[config.mk]
export PLATFORM = sky130hd
export DESIGN_NAME = multi_ch_clock_divider
export DESIGN_NICKNAME = d
export VERILOG_FILES = /design/src/rtl/multi_ch_clock_divider.sv
export SDC_FILE = /design/constraint.sdc
export NUM_CORES = 1
export LEC_CHECK = 0
export CORE_UTILIZATION = 50
export CTS_BUF_LIST = sky130_fd_sc_hd__clkbuf_4
export DETAILED_ROUTE_END_ITERATION = 12
export MAX_ROUTING_LAYER = met4
export PLACE_DENSITY = 0.69
export SYNTH_ARGS = -nofsm -noshare
export SYNTH_HDL_FRONTEND = slang
export SYNTH_SLANG_ARGS = --single-unit
[constraint.sdc]
create_clock -name clk -period 4.27 [get_ports clk]
set_input_delay 0.6405 -clock clk [delete_from_list [all_inputs] [get_ports clk]]
set_output_delay 0.6405 -clock clk [all_outputs]
set_load 0.02 [all_outputs]
[src/rtl/multi_ch_clock_divider.sv]
// multi_ch_clock_divider: NUM_CH independent 50%-duty clock dividers with programmable half-period,
// shadowed config applied only at period boundaries, global phase-align and rise/fall strobes.
module multi_ch_clock_divider #(
    parameter int NUM_CH       = 4,
    parameter int CNT_W        = 8,
    parameter int DEFAULT_HALF = 14,
    parameter int CH_W         = (NUM_CH > 1) ? $clog2(NUM_CH) : 1
) (
    input  logic              clk,
    input  logic              rst,
    input  logic [NUM_CH-1:0] ch_en,
    input  logic              sync,
    input  logic              cfg_wr,
    input  logic [CH_W-1:0]   cfg_ch,
    input  logic [CNT_W-1:0]  cfg_half,
    output logic [NUM_CH-1:0] div_out,
    output logic [NUM_CH-1:0] rise_stb,
    output logic [NUM_CH-1:0] fall_stb,
    output logic [NUM_CH-1:0] cfg_pending
);
    genvar g;
    generate
        for (g = 0; g < NUM_CH; g++) begin : g_ch
            logic [CNT_W-1:0] cnt_q, cnt_d, h_q, h_d, sh_q, sh_d;
            logic div_q, div_d, rise_q, rise_d, fall_q, fall_d, pend_q, pend_d;
            logic wr, tc, run, apply;
            always_comb begin
                wr     = cfg_wr && (cfg_ch == CH_W'(g));
                run    = ch_en[g] && !sync;
                tc     = cnt_q == h_q;
                // H may only change when the channel is idle, re-phased, or at the end of a high phase
                apply  = !run || (tc && div_q);
                cnt_d  = (!run || tc) ? '0 : cnt_q + CNT_W'(1);
                div_d  = run && (tc ? !div_q : div_q);
                rise_d = run && tc && !div_q;
                fall_d = ch_en[g] && div_q && (sync || tc);
                sh_d   = wr ? cfg_half : sh_q;
                h_d    = !apply ? h_q : wr ? cfg_half : pend_q ? sh_q : h_q;
                pend_d = !apply && (wr || pend_q);
            end
            always_ff @(posedge clk or posedge rst) begin
                if (rst) begin
                    cnt_q  <= '0;
                    h_q    <= CNT_W'(DEFAULT_HALF);
                    sh_q   <= CNT_W'(DEFAULT_HALF);
                    div_q  <= 1'b0;
                    rise_q <= 1'b0;
                    fall_q <= 1'b0;
                    pend_q <= 1'b0;
                end else begin
                    cnt_q  <= cnt_d;
                    h_q    <= h_d;
                    sh_q   <= sh_d;
                    div_q  <= div_d;
                    rise_q <= rise_d;
                    fall_q <= fall_d;
                    pend_q <= pend_d;
                end
            end
            assign div_out[g]     = div_q;
            assign rise_stb[g]    = rise_q;
            assign fall_stb[g]    = fall_q;
            assign cfg_pending[g] = pend_q;
        end
    endgenerate
endmodule

* Word level (Yosys, flattened, before mapping)
Index checks and enable logic that the tools add are counted.
** Storage, ports and cells
- RAM bits :: 0
- Bits in registers :: 112
- Bits in latches :: 0
- Bits of input ports :: 18
- Memories :: 0
- Output and inout port bits :: 16
- Word-level logic and storage cells :: 129
- Bits in read-only memories :: 0
** Operators by class
- $add $sub $neg :: 4
- Equality and inequality tests :: 7
- Multiply operators :: 0
- Order comparisons :: 0
- Shift-type cells :: 0
- Muxes and demuxes :: 16
- Reduce and logical (&&, ||, !) cells :: 74
- Div/mod/pow operators :: 0
- Bitwise logic cells :: 0
** Operators with widths (count)
- $mux W8 :: 12
- $logic_and A1 B1 Y1 :: 36
- $add A8 B1 Y8 const B :: 4
- $eq A8 B8 Y1 :: 4
- $logic_or A1 B1 Y1 :: 16
- $logic_not A1 Y1 :: 13
- $reduce_and A2 Y1 :: 4
- $reduce_bool A2 Y1 :: 4
- $eq A2 B2 Y1 const B :: 2
- $mux W1 :: 4
- $eq A2 B1 Y1 const B :: 1
- $logic_not A2 Y1 :: 1

* Logic depth before layout (Yosys ltp)
- Depth in word-level cells :: 6
- Mapped depth :: 6
- Depth with buffers taken out :: 6

* Worst setup path before layout
No wires, ideal clock.
- Path type :: reg-to-reg
- Start :: register g_ch[3].h_q[3]
- End :: register g_ch[3].h_q[0]
- Arrival :: 1622 ps
- Path slack :: 2523 ps
- Period minus slack after synthesis :: 1747 ps
- Data required time :: 4145 ps
- Stages on the path, launching flop included :: 7
- Cells stage by stage :: dfstp_2 > xnor2_1 > nand4_1 > nor2_1 > ha_1 > o21bai_2 > mux2_2
** On the way
- Word-level cells in the longest chain between the ends :: 4
** RTL lines
- start, declared :: RTL line 24 : logic [CNT_W-1:0] cnt_q, cnt_d, h_q, h_d, sh_q, sh_d;
- start signal, assigned :: RTL line 44 : h_q <= CNT_W'(DEFAULT_HALF);
- $eq A8 B8 Y1 :: RTL line 30 : tc = cnt_q == h_q;
- $logic_and A1 B1 Y1 :: RTL line 32 : apply = !run || (tc && div_q);
- $logic_or A1 B1 Y1 :: RTL line 32
- $reduce_and A2 Y1 (no source line)
Every way passes these cells.
A chain may end at the register's enable or synchronous reset.

* Final worst setup path
- Start :: input cfg_wr
- End :: register g_ch[0].h_q[4]
** On the way
- Word-level cells in the longest chain between the ends :: 3
- Elaborated cells between the ends (all ways) :: 4
** RTL lines
- start, declared :: RTL line 13 : input logic cfg_wr,
- $logic_and A1 B1 Y1 (*) :: RTL line 28 : wr = cfg_wr && (cfg_ch == CH_W'(g));
- $reduce_bool A2 Y1 (no source line)
- $reduce_and A2 Y1 (no source line)
- end signal, assigned :: RTL line 44
- end, declared :: RTL line 24
Every way passes the cells marked *; elsewhere a longest branch is shown, timed or not.

==> impl_results.md <==
* Outcome: finished, final reports clean
* Clock Path Buffers at 2
* Crit path DAT at about 2.7 ns
* RSZ-0062 raised after global routing: no
* Post-synth top cells: 88 x dfrtp_1, 48 x mux2_2, 41 x nor2_1
* Final period util at 54.8%
* FMAX at around 430 MHz
* Sequential Area at roughly 2800 µm²
* GR Layer Usage met1 at 23.7%
* Placed Area at 5370 µm²
* GR peak layer: met2
* Via/cell ratio at between 5 and 6
* Sequential share of the synthesized area at between 50% and 60%
* Row count at 36
* Slew headroom at roughly 40%
* Starting DRT DRC Count at slightly below 80
* Crit Path Class: input pin to flop
* Worst Skew at about 0.013 ns
* H-tree Lvls at 3
* Number of global-route vias before repair at between 2000 and 3000
* N_diodes at 0
* Post-cts resize count at 0
* First-pass GRT wire length at ~13000 µm
* Min cycle time layout at roughly 2.3 ns
* Asr flop ratio synth at between 90% and 100%
* Clock network latency to the later pin of the worst-skew pair at 0.45 ns
* TritonCTS clock tree: built
* Global route overflow at 0
* Initial antenna violation count at 0
* Hold Crit Class: flop to flop
* Most common cell in the synthesized netlist: dfrtp_1
* Routability cong. at approximately 0.77
* Synth Net Count at between 300 and 400
* CP endpoint kind: flop
* Layout Nets at approximately 430
* Starting density of the core at approximately half
* DRT antenna net count at 0
* Top cell type's share of synthesized area at 44.0%
* Leakage at 0.00239 µW
* Hold Fails Final Rpt at 0
* Largest net degree at the start of global routing at 74
* Power per Cell Area at about 430 nW/µm²
* Design area at 5520 µm²
* Setup Buffers After CTS at 0
* Synth area leader: dfrtp_1
* Cell area after synthesis at around 5000 µm²
* Max-Cap Viols at 0
* Die Y at 102 µm
* Top_reg_cell synth: dfrtp_1
* Per-cell routed wire length at 15.1 µm
* GR Util met2 at between 20% and 30%
* Slew @ Worst Pin at about 0.90 ns
* Syn_area_per_cell at about 13 µm²
* # setup viols final at 0
* Core area at ~9700 µm²
* DRC viols at 0
* Multi-input logic area at between 1500 and 2000 µm²
* Share of cells above drive strength 1 at between 20% and 30%
* # hold bufs at CTS at 0
* P&R area growth vs syn at 10.3%
* # port buffers at 33
* All-layer global routing usage at 17.8%
* CTS Root Cell: clkbuf_4
* Worst-path clk slew at between 0.15 and 0.2 ns
* Cells after synthesis at ~370
* Synth unique cells at 31
* Routed WL at ~8000 µm
* Main area contributors after synthesis: dfrtp_1 44%, dfstp_2 13%, mux2_2 11%
* Ports at 34
* Worst EP required at around 4.6 ns
* Fillers at between 800 and 900
* Num CTS Buffers at 9
* YS warnings at 0
* Yosys reg bits at 112
* Die width at a little over 100 µm
* EDFF count, synth at 0
* VDD IR max at 0.275 mV
* Final Util at a little under three fifths
* Setup tns final at 0 ns
* Slew Viols, Final at 0
* First-pass DRT Iterations at 4
* Vias at approximately 2700
* CTS Sinks at approximately 110
* Die footprint at approximately 10000 µm²
* Crit-path max FO at 10
* DP HPWL at approximately 5800 µm
* Met3 Track Usage GR at roughly 4.5%
* CP startpoint kind: input pin
==> per-layer routing <==
layer  vias to the layer above  wire [µm]  share of wire [%]
met2                        34       3860                 48
li1                       1317          -                  -
met4                         0         81                1.0
met3                         9        230                2.8
met5                         -          0                  0
met1                      1373       3940                 49
==> final timing paths <==
check / endpoint / slack, ns / depth (start not counted) / from
max: g_ch[0].h_q[4] / 1.93 / 4 / cfg_wr
min: g_ch[1].cnt_q[0] / 0.51 / 1 / g_ch[1].cnt_q[0]
max reg2reg: g_ch[3].h_q[5] / 2.33 / 6 / g_ch[3].h_q[1]
min reg2reg: g_ch[1].cnt_q[0] / 0.51 / 1 / g_ch[1].cnt_q[0]
max in group asynchronous: g_ch[2].h_q[3] / 2.68 / 3 / rst
min in group asynchronous: g_ch[0].fall_q / 0.69 / 2 / rst
==> layout by cell type (no fill, tap or decap), types with 2 or more instances in the layout <==
| cell type | netlist | layout |
|---|---|---|
| clkbuf_4 | 0 | 10 |
| inv_1 | 10 | 9 |
| o211a_1 | 4 | 4 |
| nor4_1 | 4 | 4 |
| dfrtp_1 | 88 | 88 |
| and3_1 | 8 | 8 |
| nand4_1 | 8 | 8 |
| nand2b_1 | 4 | 4 |
| xor2_1 | 16 | 16 |
| mux2_4 | 16 | 16 |
| ha_1 | 8 | 8 |
| clkdlybuf4s50_1 | 0 | 33 |
| clkinvlp_4 | 0 | 2 |
| mux2_2 | 48 | 48 |
| xnor2_1 | 40 | 40 |
| buf_4 | 16 | 2 |
| nor3_1 | 3 | 3 |
| nor2_1 | 41 | 41 |
| dfstp_2 | 24 | 24 |
| o21bai_1 | 4 | 4 |
| nand3_1 | 16 | 16 |
==> critical path, cell delays in order <==
cell and delay (ns):
clkdlybuf4s50_1 0.59, nor3b_2 0.78, mux2_2 0.43, mux2_2 0.26
==> cells by family after synthesis <==
kind of cell,share of synthesized area (%)
adders and majority gates,2.00
muxes,15.6
xor gates and xnor gates,9.81
buffers and inverters,3.60
AOI/OAI and AO/OA,3.00
DFF,56.6
and+or+nand+nor,9.33
==> cell type report <==
type	instances	share of cell area, %
Inverter	10	0.726
Timing Repair Buffer	35	6.26
Clock inverter	6	1.23
Tap cell	133	3.02
Multi-Input combinational cell	232	36.0
Sequential cell	112	51.4
Clock buffer	10	1.36
==> where the power goes <==
part / internal, µW / leakage (µW) / switching (µW) / total, µW
sequential: 1290 / 0.00139 / 110 / 1400
clock: 188 / 0.0000730 / 336 / 524
combinational: 276 / 0.000926 / 173 / 449
==> flip-flops by register name, summed over array words and instances, names as in the netlist <==
register,flops
g_ch.h_q,32
g_ch.pend_q,4
g_ch.cnt_q,32
g_ch.sh_q,32
g_ch.rise_q,4
g_ch.div_q,4
g_ch.fall_q,4
==> stage by stage <==
stage / hold WS, ns / cells / setup WS, ns / total power [µW]
finish: 0.506 / 538 / 1.93 / 2370
global route: 0.529 / 538 / 1.90 / 2510
CTS: 0.512 / 538 / 1.93 / 2410
detailed placement: 0.483 / 522 / 1.41 / 1880
global placement: 0.480 / 522 / 1.49 / 1860
floorplan: 0.463 / 372 / 0.710 / 1760
Note: power is estimated with default switching activity, not from simulation.
